## config.mk

```make
export PLATFORM = sky130hd
export DESIGN_NAME = fetch_queue
export DESIGN_NICKNAME = d
export VERILOG_FILES = /design/src/rtl/fetch_queue_pkg.sv /design/src/rtl/fetch_btb.sv /design/src/rtl/fetch_queue.sv
export SDC_FILE = /design/constraint.sdc
export NUM_CORES = 2
export LEC_CHECK = 0
export ABC_AREA = 1
export CAP_MARGIN = 25
export CORE_AREA = 2 2 238 240
export DETAILED_ROUTE_END_ITERATION = 8
export DIE_AREA = 0 0 240 242
export DONT_BUFFER_PORTS = 1
export PLACE_DENSITY = 0.76
export SLEW_MARGIN = 0
export SYNTH_ARGS = -nofsm -noshare
export SYNTH_HDL_FRONTEND = slang
export SYNTH_SLANG_ARGS = --single-unit
```

## constraint.sdc

```tcl
create_clock -name clk -period 4.4 [get_ports clk]
set_clock_uncertainty 0.1 [all_clocks]
set_input_delay 0.88 -clock clk [delete_from_list [all_inputs] [get_ports clk]]
set_output_delay 0.88 -clock clk [all_outputs]
set_load 0.02 [all_outputs]
```

## src/rtl/fetch_queue_pkg.sv

```systemverilog
// Shared widths and the fetch-queue entry layout for fetch_queue and fetch_btb.
package fetch_queue_pkg;

  localparam int XLEN          = 64;
  localparam int INSTR_W       = 32;
  localparam int COMMIT_INFO_W = 161;

  typedef struct packed {
    logic [XLEN-1:0]    pc;
    logic [XLEN-1:0]    pre_pc;
    logic [INSTR_W-1:0] instr;
    logic               filled;
  } fq_entry_t;

endpackage

```

## src/rtl/fetch_btb.sv

```systemverilog
// Direct-mapped branch target buffer: combinational lookup, update written at the clock edge
// so a same-cycle lookup still sees the previous contents.
module fetch_btb
  import fetch_queue_pkg::*;
#(
  parameter int unsigned BTB_ENTRIES = 16
) (
  input  logic            clk,
  input  logic            rst,
  input  logic [XLEN-1:0] lookup_pc,
  output logic            hit,
  output logic [XLEN-1:0] target,
  input  logic            upd_valid,
  input  logic [XLEN-1:0] upd_pc,
  input  logic [XLEN-1:0] upd_target
);

  localparam int unsigned IDX_W = $clog2(BTB_ENTRIES);
  localparam int unsigned TAG_W = XLEN - IDX_W - 2;

  logic [BTB_ENTRIES-1:0] valid_q, valid_d;
  logic [TAG_W-1:0]       tag_q    [BTB_ENTRIES];
  logic [TAG_W-1:0]       tag_d    [BTB_ENTRIES];
  logic [XLEN-1:0]        target_q [BTB_ENTRIES];
  logic [XLEN-1:0]        target_d [BTB_ENTRIES];

  logic [IDX_W-1:0] lookup_idx, upd_idx;
  logic [TAG_W-1:0] lookup_tag, upd_tag;
  logic             unused_low_bits;

  // Instructions are word aligned, so pc[1:0] carries no information.
  assign lookup_idx      = lookup_pc[IDX_W+1:2];
  assign lookup_tag      = lookup_pc[XLEN-1:IDX_W+2];
  assign upd_idx         = upd_pc[IDX_W+1:2];
  assign upd_tag         = upd_pc[XLEN-1:IDX_W+2];
  assign unused_low_bits = ^{lookup_pc[1:0], upd_pc[1:0]};

  assign hit    = valid_q[lookup_idx] && (tag_q[lookup_idx] == lookup_tag);
  assign target = target_q[lookup_idx];

  always_comb begin
    valid_d  = valid_q;
    tag_d    = tag_q;
    target_d = target_q;
    if (upd_valid) begin
      valid_d[upd_idx]  = 1'b1;
      tag_d[upd_idx]    = upd_tag;
      target_d[upd_idx] = upd_target;
    end
  end

  always_ff @(posedge clk or posedge rst) begin
    if (rst) valid_q <= '0;
    else     valid_q <= valid_d;
  end

  always_ff @(posedge clk) begin
    tag_q    <= tag_d;
    target_q <= target_d;
  end

endmodule

```

## src/rtl/fetch_queue.sv

```systemverilog
// In-order instruction fetch queue with redirect flush and response dropping.
// Optional BTB next-pc prediction is compiled in when FETCH_BTB_EN is defined.
module fetch_queue
  import fetch_queue_pkg::*;
#(
  parameter int unsigned     FQ_DEPTH    = 4,
  parameter logic [XLEN-1:0] RESET_PC    = 64'h8000_0000,
  parameter int unsigned     BTB_ENTRIES = 16
) (
  input  logic                     clk,
  input  logic                     rst,
  output logic                     imem_req_valid,
  input  logic                     imem_req_ready,
  output logic [XLEN-1:0]          imem_req_addr,
  input  logic                     imem_resp_valid,
  input  logic [INSTR_W-1:0]       imem_resp_data,
  input  logic                     redirect_valid,
  input  logic [XLEN-1:0]          redirect_pc,
  output logic                     out_valid,
  input  logic                     out_ready,
  output logic [INSTR_W-1:0]       fetch_o_instr,
  output logic [XLEN-1:0]          fetch_o_pc,
  output logic [XLEN-1:0]          fetch_o_pre_pc,
  output logic [COMMIT_INFO_W-1:0] fetch_o_commit_info,
  input  logic                     btb_upd_valid,
  input  logic [XLEN-1:0]          btb_upd_pc,
  input  logic [XLEN-1:0]          btb_upd_target
);

  localparam int unsigned PTR_W = $clog2(FQ_DEPTH);
  localparam int unsigned CNT_W = PTR_W + 1;

  typedef logic [PTR_W-1:0] ptr_t;
  typedef logic [CNT_W-1:0] cnt_t;

  logic [XLEN-1:0] fetch_pc_q, fetch_pc_d, seq_pc, next_pc;
  ptr_t            head_q, head_d, tail_q, tail_d, fill_q, fill_d;
  cnt_t            count_q, count_d, pending_q, pending_d, drop_q, drop_d;
  cnt_t            inflight;
  logic [CNT_W:0]  budget;
  fq_entry_t       entries_q [FQ_DEPTH];
  fq_entry_t       entries_d [FQ_DEPTH];
  fq_entry_t       head_entry;
  logic            req_fire, pop_fire, fill_fire, drop_fire;

  assign seq_pc = fetch_pc_q + 64'd4;

`ifdef FETCH_BTB_EN
  logic            btb_hit;
  logic [XLEN-1:0] btb_target;

  fetch_btb #(
    .BTB_ENTRIES(BTB_ENTRIES)
  ) u_btb (
    .clk       (clk),
    .rst       (rst),
    .lookup_pc (fetch_pc_q),
    .hit       (btb_hit),
    .target    (btb_target),
    .upd_valid (btb_upd_valid),
    .upd_pc    (btb_upd_pc),
    .upd_target(btb_upd_target)
  );

  assign next_pc = btb_hit ? btb_target : seq_pc;
`else
  logic unused_btb;
  assign unused_btb = ^{btb_upd_valid, btb_upd_pc, btb_upd_target, 32'(BTB_ENTRIES)};
  assign next_pc    = seq_pc;
`endif

  // Dropped responses still owe a slot: they are counted against the depth
  // until they return so the queue never has more requests in flight than entries.
  assign budget         = {1'b0, count_q} + {1'b0, drop_q};
  assign imem_req_valid = !rst && !redirect_valid && (budget < (CNT_W+1)'(FQ_DEPTH));
  assign imem_req_addr  = fetch_pc_q;
  assign req_fire       = imem_req_valid && imem_req_ready;

  assign head_entry = entries_q[head_q];
  assign out_valid  = (count_q != '0) && head_entry.filled;
  assign pop_fire   = out_valid && out_ready && !redirect_valid;
  assign drop_fire  = imem_resp_valid && !redirect_valid && (drop_q != '0);
  assign fill_fire  = imem_resp_valid && !redirect_valid && (drop_q == '0) && (pending_q != '0);
  assign inflight   = pending_q + drop_q;

  assign fetch_o_instr       = out_valid ? head_entry.instr  : '0;
  assign fetch_o_pc          = out_valid ? head_entry.pc     : '0;
  assign fetch_o_pre_pc      = out_valid ? head_entry.pre_pc : '0;
  assign fetch_o_commit_info = {out_valid, fetch_o_instr, fetch_o_pre_pc, fetch_o_pc};

  // NOTE: every _d gets its default first, so no path through the block leaves one unassigned (no latch).
  always_comb begin
    fetch_pc_d = fetch_pc_q;
    head_d     = head_q;
    tail_d     = tail_q;
    fill_d     = fill_q;
    count_d    = count_q;
    pending_d  = pending_q;
    drop_d     = drop_q;
    entries_d  = entries_q;

    if (redirect_valid) begin
      fetch_pc_d = redirect_pc;
      head_d     = '0;
      tail_d     = '0;
      fill_d     = '0;
      count_d    = '0;
      pending_d  = '0;
      // A response arriving this cycle answers one in-flight request and is itself discarded.
      drop_d     = (imem_resp_valid && (inflight != '0)) ? inflight - cnt_t'(1) : inflight;
    end else begin
      if (req_fire) begin
        entries_d[tail_q] = '{pc: fetch_pc_q, pre_pc: next_pc, instr: '0, filled: 1'b0};
        tail_d            = tail_q + ptr_t'(1);
        fetch_pc_d        = next_pc;
      end
      if (fill_fire) begin
        entries_d[fill_q].instr  = imem_resp_data;
        entries_d[fill_q].filled = 1'b1;
        fill_d                   = fill_q + ptr_t'(1);
      end
      if (drop_fire) drop_d = drop_q - cnt_t'(1);
      if (pop_fire)  head_d = head_q + ptr_t'(1);
      count_d   = count_q + cnt_t'(req_fire) - cnt_t'(pop_fire);
      pending_d = pending_q + cnt_t'(req_fire) - cnt_t'(fill_fire);
    end
  end

  // NOTE: non-blocking assignments for all state so every flop samples pre-edge values.
  always_ff @(posedge clk or posedge rst) begin
    if (rst) begin
      fetch_pc_q <= RESET_PC;
      head_q     <= '0;
      tail_q     <= '0;
      fill_q     <= '0;
      count_q    <= '0;
      pending_q  <= '0;
      drop_q     <= '0;
    end else begin
      fetch_pc_q <= fetch_pc_d;
      head_q     <= head_d;
      tail_q     <= tail_d;
      fill_q     <= fill_d;
      count_q    <= count_d;
      pending_q  <= pending_d;
      drop_q     <= drop_d;
    end
  end

  // NOTE: entry storage is not reset; an entry is only read while count_q says it is allocated.
  always_ff @(posedge clk) begin
    entries_q <= entries_d;
  end

endmodule

```

==> impl_metrics.ini <==
[grt]
grt_pass1_wl_mm = 138
first_global_vias = 23300
grt_max_degree = 215
groute.usage.overall = 0.314
met1_usage = 0.424
globalRouteOverflowTotal = 0
antenna_found_initial = 9
globalRoute.busiestLayer = met2
grt_util_met3 = 0.0770
grt.met2_usage = 0.498

[floorplan]
fp.dieH_um = 242
dieWidth_um = 240
core_area_um2 = 55700
placementRows = 87
fp.dieArea_um2 = 58100
start_util = 0.597
pin_count = 618

[synth]
synth_seq_area_share = 0.634
ys.flop_type = edfxtp_1
syn-num-nets = 3601
synthArstFlopShare = 0.110
syn_inst = 3347
ys_ff_latch = 715
synth.distinct_cells = 30
syn_avg_cell_area_um2 = 9.94
synth_area_um2 = 33300
synth_edf_count = 636
ys.warnings.count = 0

[final_layout]
fin_nets = 3533
nFillCells = 4215
final_layout_size_suffix_gt1_frac = 0.102
final_cells = 4098
final_cell_mix = 769 x nor2_1, 636 x edfxtp_1, 546 x nand2_1, 353 x o21ai_0, 188 x buf_4
final_common_cell = nor2_1
area_growth_pct = 9.36

[timing]
maxSlewHeadroom = 0.192
whs_ns = 0.248
rsz0062_at_grt = no
setup_viol = 0
hold_viol_final = 0
period_share = 0.919
finalSetupTns_ns = 0
post-route-min-period_ns = 4.04
max_freq_ghz = 0.247
slew_viol_final = 0
worst_pin_slew_ns = 1.21

[setup_path]
cp.arrival_ns = 3.06
crit_required_ns = 3.42
r2r_cells = 12
critPathLaunchType = flip-flop
r2r_start = count_q[1]$_DFF_PP0_
worstSetupPathType = flip-flop to output pin
cp_max_fo = 79
endpoint_kind = output pin
r2r_slack_ns = 1.16
r2r-end = count_q[2]$_DFF_PP0_

[detailed_routing]
antenna_left = 0
vias = 24400
post_drt_wl_per_cell_um = 22.5
drt_iter0_drc = 2519
vias_per_cell = 5.95
finalWirelength_mm = 92.1
drc = 0
firstDrtPassIters = 7

[placed_design]
dpl.hpwl_mm = 56.2
gp_routability_congestion = 0.924
placed_cells = 3959
io_buffer_count = 0

[pwr]
ir_worst_vdd_v = 0.000385
power_frac_clock = 0.338
combPwrFrac = 0.181
p_int_w = 0.0123
switching_share = 0.306
power.density_nw_per_um2 = 487
p_switching_w = 0.00541
p_leak_nw = 13.7
pwr-share-seq = 0.482

[outcome]
status = complete, no violations

[worst_hold_path]
hp-class = primary input to flip-flop
min_from = redirect_valid
holdPathEnd = count_q[1]$_DFF_PP0_
min_delay_path_depth = 1

[clock_tree]
htreeDepth = 3
clock_latency_ns = 0.62
cts_num_sinks = 715
cts_tree = built
numCtsBuffers = 72
cts-hold-fix-buffers = 0
root_buffer = clkbuf_16
clk_pin_slew_ns = 0.06
cts.path.max_buffers = 3
cts_setup_buffers = 0
cts_resized = 0

[job]
drv_cap = 0
Yosys cell counts (6+ instances only):
master | n | area share
buf_2 | 64 | 0.0096
a21oi_1 | 159 | 0.024
edfxtp_1 | 636 | 0.57
nor2_2 | 8 | 0.0015
buf_4 | 164 | 0.037
dfrtp_1 | 78 | 0.059
nand4_1 | 17 | 0.0032
inv_1 | 134 | 0.015
o22ai_1 | 129 | 0.024
ha_1 | 20 | 0.0075
inv_2 | 6 | 0.00068
xnor2_1 | 13 | 0.0034
xor2_1 | 23 | 0.0061
buf_1 | 23 | 0.0026
nand3_1 | 76 | 0.011
nor2_1 | 769 | 0.087
nand2_1 | 550 | 0.062
o21ai_0 | 353 | 0.053
clkbuf_1 | 97 | 0.011
area by class of cell:
type                    count  area [um^2]  share of cell area
flip-flops and latches    715        21100               0.580
multi-input cells        2144         9700               0.267
clock buffers             110         2120              0.0583
repair buffers            206         1790              0.0491
well taps                 756          946              0.0260
inverters                 140          544              0.0150
clock inverters            22          174             0.00478
diodes                      5         12.5            0.000344
layer usage:
layer	vias up	routed length, um
met3	177	9940
li1	11100	-
met1	11800	35500
met5	-	51
met4	10	2730
met2	1327	43900
stage by stage:
step,setup WS (ns),instance area [um^2],util,total power (W)
finish,0.356,36400,0.653,0.0177
global route,0.262,36400,0.652,0.0183
CTS,0.318,36300,0.651,0.0177
detailed placement,0.963,34000,0.610,0.0118
global placement,0.996,34000,0.610,0.0117
floorplan,0.0996,33300,-,0.0109
power by group through the flow:
stage	registers (W)	logic, W	clock network, W
final	0.00852	0.00320	0.00598
after global routing	0.00857	0.00348	0.00629
after CTS	0.00852	0.00318	0.00603
after detailed placement	0.00866	0.00316	0
after global placement	0.00863	0.00308	0
after floorplan	0.00847	0.00244	0
how the worst max path moves through the flow:
stage / start / endpoint / cells past startpoint
global route: count_q[1]$_DFF_PP0_ / fetch_o_pre_pc[58] / 5
global placement: head_q[0]$_DFFE_PP0P_ / fetch_o_commit_info[99] / 6
finish: count_q[1]$_DFF_PP0_ / fetch_o_commit_info[111] / 5
CTS: head_q[0]$_DFFE_PP0P_ / fetch_o_commit_info[99] / 6
floorplan: rst / entries_q[10]$_DFFE_PN_ / 7
detailed placement: head_q[0]$_DFFE_PP0P_ / fetch_o_commit_info[66] / 6
kinds of logic (layout without fill, tap and decap cells):
kind of cell | count (synthesis) | after routing | synth area share
compound gates | 651 | 651 | 0.103
xor+xnor | 36 | 36 | 0.00948
fa+ha+maj | 23 | 23 | 0.00933
buf+inv | 488 | 478 | 0.0760
flops | 715 | 715 | 0.634
other cells | 0 | 5 | 0
simple gates | 1434 | 1434 | 0.168
worst max-delay path, cell delays in order (launching register included):
cell and delay (ns):
dfrtp_1 0.43, or2_2 0.35, o21ai_4 0.73, buf_12 0.43, a21oi_1 0.17, buf_4 0.23
(Power assumes the default switching activity.)
